===== src/rtl/rv32_ex_wb_stage_pkg.sv =====
// Shared RV32 types for the execute/writeback slice: register type, ALU op encoding,
// branch funct3 constants and the buffered writeback entry.
package rv32_ex_wb_stage_pkg;

    typedef logic [31:0] rv_register_t;

    typedef enum logic [3:0] {
        ALU_ADD,
        ALU_SUB,
        ALU_AND,
        ALU_OR,
        ALU_XOR,
        ALU_SLL,
        ALU_SRL,
        ALU_SRA,
        ALU_SLT,
        ALU_SLTU,
        ALU_EQ
    } rv_alu_op_t;

    localparam logic [2:0] F3_BEQ  = 3'b000;
    localparam logic [2:0] F3_BNE  = 3'b001;
    localparam logic [2:0] F3_BLT  = 3'b100;
    localparam logic [2:0] F3_BGE  = 3'b101;
    localparam logic [2:0] F3_BLTU = 3'b110;
    localparam logic [2:0] F3_BGEU = 3'b111;

    typedef struct packed {
        logic [4:0]   rd;
        rv_register_t data;
        logic         wb_en;
    } wb_entry_t;

    // ALU operation that feeds the zero flag for a given branch funct3.
    function automatic rv_alu_op_t br_alu_op(input logic [2:0] funct3);
        unique case (funct3)
            F3_BLT, F3_BGE:   br_alu_op = ALU_SLT;
            F3_BLTU, F3_BGEU: br_alu_op = ALU_SLTU;
            default:          br_alu_op = ALU_EQ;
        endcase
    endfunction

endpackage


===== src/rtl/rv32_ex_wb_stage_br_cond.sv =====
// Branch resolution from funct3 and the ALU zero flag (ALU_EQ/SLT/SLTU yield 1 when the
// "positive" condition holds, so the zero flag marks the inverted sense).
module rv32_br_cond
    import rv32_ex_wb_stage_pkg::*;
(
    input  logic [2:0] funct3,
    input  logic       z,
    output logic       taken
);

    always_comb begin
        taken = 1'b0;
        case (funct3)
            F3_BEQ, F3_BLT, F3_BLTU: taken = ~z;
            F3_BNE, F3_BGE, F3_BGEU: taken = z;
            default:                 taken = 1'b0;
        endcase
    end

endmodule


===== src/rtl/rv32_ex_wb_stage.sv =====
// Execute-to-writeback stage: two-entry skid buffer (main + skid), branch/jump redirect
// pulse and 64-bit retired-instruction counter.
module rv32_ex_wb_stage
    import rv32_ex_wb_stage_pkg::*;
(
    input  logic         clk,
    input  logic         rst_n,
    input  logic         in_valid,
    output logic         in_ready,
    input  rv_register_t alu_res,
    input  logic         alu_z,
    input  logic [4:0]   in_rd,
    input  logic         in_wb_en,
    input  logic         in_is_branch,
    input  logic         in_is_jump,
    input  logic [2:0]   in_br_funct3,
    input  rv_register_t in_pc,
    input  rv_register_t in_target,
    input  logic         flush,
    output logic         out_valid,
    input  logic         out_ready,
    output logic [4:0]   wb_rd,
    output rv_register_t wb_data,
    output logic         wb_en,
    output logic         redirect_valid,
    output rv_register_t redirect_pc,
    output logic [63:0]  instret
);

    wb_entry_t    r_main, w_main_d;
    wb_entry_t    r_skid, w_skid_d;
    logic         r_main_v, w_main_v_d;
    logic         r_skid_v, w_skid_v_d;
    logic         r_in_ready;
    logic         r_redirect_valid, w_redirect_valid_d;
    rv_register_t r_redirect_pc, w_redirect_pc_d;
    logic [63:0]  r_instret;

    logic         w_taken;
    logic         w_accept;
    logic         w_retire;
    wb_entry_t    w_new;

    rv32_br_cond u_br_cond (
        .funct3 (in_br_funct3),
        .z      (alu_z),
        .taken  (w_taken)
    );

    assign w_accept = in_valid & r_in_ready & ~flush;
    assign w_retire = r_main_v & out_ready & ~flush;

    always_comb begin
        w_new.rd    = in_rd;
        w_new.data  = in_is_jump ? (in_pc + 32'd4) : alu_res;
        w_new.wb_en = in_wb_en & (in_rd != 5'd0) & ~in_is_branch;
    end

    // Skid can only be full while in_ready is low, so accept and skid drain never coincide.
    always_comb begin
        w_main_d   = r_main;
        w_skid_d   = r_skid;
        w_main_v_d = r_main_v;
        w_skid_v_d = r_skid_v;
        if (flush) begin
            w_main_v_d = 1'b0;
            w_skid_v_d = 1'b0;
        end else if (w_retire && r_skid_v) begin
            w_main_d   = r_skid;
            w_skid_v_d = 1'b0;
        end else if (w_accept && (!r_main_v || w_retire)) begin
            w_main_d   = w_new;
            w_main_v_d = 1'b1;
        end else if (w_accept) begin
            w_skid_d   = w_new;
            w_skid_v_d = 1'b1;
        end else if (w_retire) begin
            w_main_v_d = 1'b0;
        end
    end

    always_comb begin
        w_redirect_valid_d = w_accept & (in_is_jump | (in_is_branch & w_taken));
        w_redirect_pc_d    = w_redirect_valid_d ? in_target : r_redirect_pc;
    end

    always_ff @(posedge clk or negedge rst_n) begin
        if (!rst_n) begin
            r_main           <= '0;
            r_skid           <= '0;
            r_main_v         <= 1'b0;
            r_skid_v         <= 1'b0;
            r_in_ready       <= 1'b1;
            r_redirect_valid <= 1'b0;
            r_redirect_pc    <= '0;
            r_instret        <= '0;
        end else begin
            r_main           <= w_main_d;
            r_skid           <= w_skid_d;
            r_main_v         <= w_main_v_d;
            r_skid_v         <= w_skid_v_d;
            r_in_ready       <= ~w_skid_v_d;
            r_redirect_valid <= w_redirect_valid_d;
            r_redirect_pc    <= w_redirect_pc_d;
            if (w_retire) begin
                r_instret <= r_instret + 64'd1;
            end
        end
    end

    assign in_ready       = r_in_ready;
    assign out_valid      = r_main_v;
    assign wb_rd          = r_main.rd;
    assign wb_data        = r_main.data;
    assign wb_en          = r_main.wb_en;
    assign redirect_valid = r_redirect_valid;
    assign redirect_pc    = r_redirect_pc;
    assign instret        = r_instret;

endmodule


===== config.mk =====
export PLATFORM = sky130hd
export DESIGN_NAME = rv32_ex_wb_stage
export DESIGN_NICKNAME = d
export VERILOG_FILES = /design/src/rtl/rv32_ex_wb_stage_pkg.sv /design/src/rtl/rv32_ex_wb_stage_br_cond.sv /design/src/rtl/rv32_ex_wb_stage.sv
export SDC_FILE = /design/constraint.sdc
export NUM_CORES = 1
export LEC_CHECK = 0
export ABC_AREA = 1
export CAP_MARGIN = 25
export CORE_MARGIN = 2
export CORE_UTILIZATION = 54
export CTS_CLUSTER_SIZE = 16
export DETAILED_ROUTE_END_ITERATION = 8
export PLACE_DENSITY = 0.93
export RECOVER_POWER = 50
export SYNTH_ARGS = -nofsm -noshare
export SYNTH_HDL_FRONTEND = slang
export SYNTH_SLANG_ARGS = --single-unit

===== constraint.sdc =====
create_clock -name clk -period 2.5 [get_ports clk]
set_input_delay 0.375 -clock clk [delete_from_list [all_inputs] [get_ports clk]]
set_output_delay 0.375 -clock clk [all_outputs]
set_load 0.02 [all_outputs]

==> flow_summary_export.csv <==
group,metric,value,unit
sta,min_period,2.21,ns
floorplanning,io_pins,250,
global_routing,grt_pass1_vias,9652,
place,gp_congestion,0.978,
logic_synthesis,synth_top_family_by_area,"simple AND/OR/NAND/NOR gates",
pwr,peakVddDrop,0.534,mV
logic_synthesis,yosysSeqAreaShare,45.7,%
logic_synthesis,synthSimpleGateAreaFrac,37.7,%
final_layout,final_cell_mix,"nand2_1, clkdlybuf4s50_1, nor2_1, dfrtp_1, inv_1",
worst_setup_path,critPathKind,"flip-flop to flip-flop",
global_routing,grt_max_degree,58,
worst_setup_path,cpMostUsedCell,"nor2_1",
routing,drc,0,
floorplanning,fp.dieH,138,um
final_layout,fin_nets,1697,
worst_setup_path,crit_fanout,5,
clock_tree,path_clk_slew,0.07,ns
clock_tree,cts.sinks,176,
logic_synthesis,synth.ff_latch_count,176,
logic_synthesis,synthesis.area,9630,um^2
sta,fin_tns_setup,0,ns
clock_tree,clock_path_buffers,2,
routing,routedWlPerCell,16.8,um
final_layout,drive_above_1_share,5.14,%
sta,slew_headroom,7.08,%
final_layout,syn2layout_area_growth,34.1,%
floorplanning,die_x,138,um
global_routing,grtUsageTotal,33.3,%
worst_setup_path,cp-start-kind,"flip-flop",
logic_synthesis,synthesis.nets,1445,
logic_synthesis,synth-edff-count,0,
sta,max_freq,453,MHz
routing,drt-initial-drc-count,798,
routing,vias,9974,
clock_tree,cts_max_level,4,
worst_setup_path,critPathCaptureType,"flip-flop",
routing,wl,30.6,mm
sta,finalCritPeriodShare,88.2,%
global_routing,antenna_found_initial,1,
floorplanning,start_util,55.5,%
floorplanning,dieArea,18900,um^2
logic_synthesis,yosysUniqueCellTypes,34,
sta,tightest_slew,1.39,ns
place,port-buffer-count,249,
logic_synthesis,synth-compound-area-share,6.04,%
logic_synthesis,synthMuxAreaShare,0,%
floorplanning,core_area,17400,um^2
clock_tree,insertion_delay,0.44,ns
logic_synthesis,async_reset_ff_share,100,%
sta,fin_skew,0.0101,ns
run,drv_cap,0,
sta,rsz0062_at_grt,"no",
worst_setup_path,crit_path_max_incr_delay,0.51,ns
routing,via_per_inst,5.48,
logic_synthesis,yosysWarnings,0,
place,dp_hpwl,22.8,mm
clock_tree,cts_tree,"built",
final_layout,final_common_cell,"nand2_1",
pwr,power.density,673,nW/um^2
logic_synthesis,syn_area_per_cell,7.24,um^2
logic_synthesis,yosys.area_share.xor_xnor,4.46,%
clock_tree,ctsResizeCount,0,
global_routing,grt_overflow,0,
logic_synthesis,synth_fa_ha_area_share,0.260,%
worst_setup_path,worstPathArrival,2.57,ns
routing,firstDrtPassIters,7,
worst_setup_path,cp_slowest_cell,"dfrtp_1",
clock_tree,clock-root-buffer,"clkbuf_16",
logic_synthesis,synth_cells,1330,
sta,hold_violations,0,
sta,fin_hold_ws,0.470,ns
status,status,"complete, no violations",
routing,postRouteAntennaNets,0,
floorplanning,placementRows,48,
global_routing,grt_first_pass_wirelength,48.6,mm
pwr,p_leak,5.92,nW
sta,setup_viol,0,
sta,slew_violations,0,
final_layout,fill_cells,1309,
worst_setup_path,required,2.87,ns
clock_tree,cts_buffers,17,
worst_setup_path,path_cells,"nand2_1 > nor2_1 > nand4_1 > nor2_1 > nand3_1 > nor2_1 > nand3_1 > nand2_1",
hold_path,hold_path_class,"input port to flip-flop",
logic_synthesis,synthFlopType,"dfrtp_1",
-- cell type report --
cell class              count  area (um^2)  area share, %
clock inverters            12          113          0.872
repair buffers            263         2610           20.2
flip-flops and latches    176         4410           34.1
multi-input cells        1009         4640           35.9
well taps                 225          282           2.18
diodes                      1         2.50         0.0194
clock buffers              19          443           3.43
inverters                 115          432           3.34
-- per-layer routing --
layer / vias up / part of all wire [%] / global-route usage, %
met1: 4682 / 39 / 42.6
li1: 4667 / - / -
met2: 540 / 48 / 53.5
met5: - / 0 / 0
met3: 85 / 9.5 / 8.98
met4: 0 / 3.7 / 13.8
-- logic make-up after synthesis --
group                    Yosys count
AO/OA/AOI/OAI                     90
AND/OR/NAND/NOR                  868
XOR/XNOR                          49
flip-flops                       176
buffers and inverters            145
adder cells (fa/ha/maj)            2
-- flip-flops by register name, indices dropped and copies added (netlist names) --
signal / count
redirect_valid: 1
instret: 64
r_skid_v: 1
wb_en: 1
wb_data: 32
in_ready: 1
redirect_pc: 32
wb_rd: 5
r_skid: 38
out_valid: 1
-- final timing paths --
kind / from / endpoint / slack [ns] / cells after the start
worst max register to register: out_valid$_DFFE_PN0P_ / instret[61]$_DFFE_PN0P_ / 0.29 / 8
min in group asynchronous: rst_n / wb_en$_DFFE_PN0P_ / 0.78 / 2
worst min register to register: redirect_pc[22]$_DFFE_PN0P_ / redirect_pc[22]$_DFFE_PN0P_ / 0.48 / 2
worst max-delay path: out_valid$_DFFE_PN0P_ / instret[61]$_DFFE_PN0P_ / 0.29 / 8
max in group asynchronous: rst_n / instret[53]$_DFFE_PN0P_ / 0.52 / 3
worst min-delay path: in_target[30] / redirect_pc[30]$_DFFE_PN0P_ / 0.47 / 3
-- worst max-delay path: cells and delay by family (launching register included) --
family,cells,cell delay (ns)
flip-flops,1,0.51
AND/OR/NAND/NOR,8,1.64
-- metrics by stage --
step,std cells,util [%],area [um^2],setup WS (ns),total power (W)
2_1_floorplan,1330,-,9630,0.778,0.00491
3_3_place_gp,1787,71.5,12400,0.184,0.00606
3_5_place_dp,1787,71.5,12400,0.120,0.00615
4_1_cts,1819,74.8,13000,0.504,0.00872
5_1_grt,1820,74.4,12900,0.181,0.00907
6_report,1820,74.4,12900,0.295,0.00870
-- cells in the mapped netlist (3+ instances only) --
library cell    n  area, um^2
xor2_1         24         210
nand2_1       525        1970
nand4_1        14        87.6
nand3_2         4        40.0
nand3_1        85         425
nor2_2          7        43.8
inv_2           5        18.8
a22o_1         21         184
o211ai_1        6        45.0
a31oi_1         5        31.3
a21o_1          3        22.5
dfrtp_1       175        4380
nor2_1        180         676
or2_2          22         138
buf_2          10        50.1
a21oi_1         6        30.0
clkbuf_1       20        75.1
xnor2_1        25         219
inv_1         110         413
o21bai_1        5        37.5
o22ai_1         7        43.8
o21ai_0        36         180
nand3b_1       17         128
nor2_4          4        45.0
-- timing repair --
item,4_1_cts,5_1_grt
endpoints found under the hold margin,47,0
setup buffers,0,0
hold buffers,1,0
-- power breakdown --
group / internal, W / switching [W]
Clock: 0.00140 / 0.00118
Combinational: 0.00107 / 0.00122
Sequential: 0.00340 / 0.000425
Total: 0.00586 / 0.00283
Note: power is estimated with default switching activity, not from simulation.
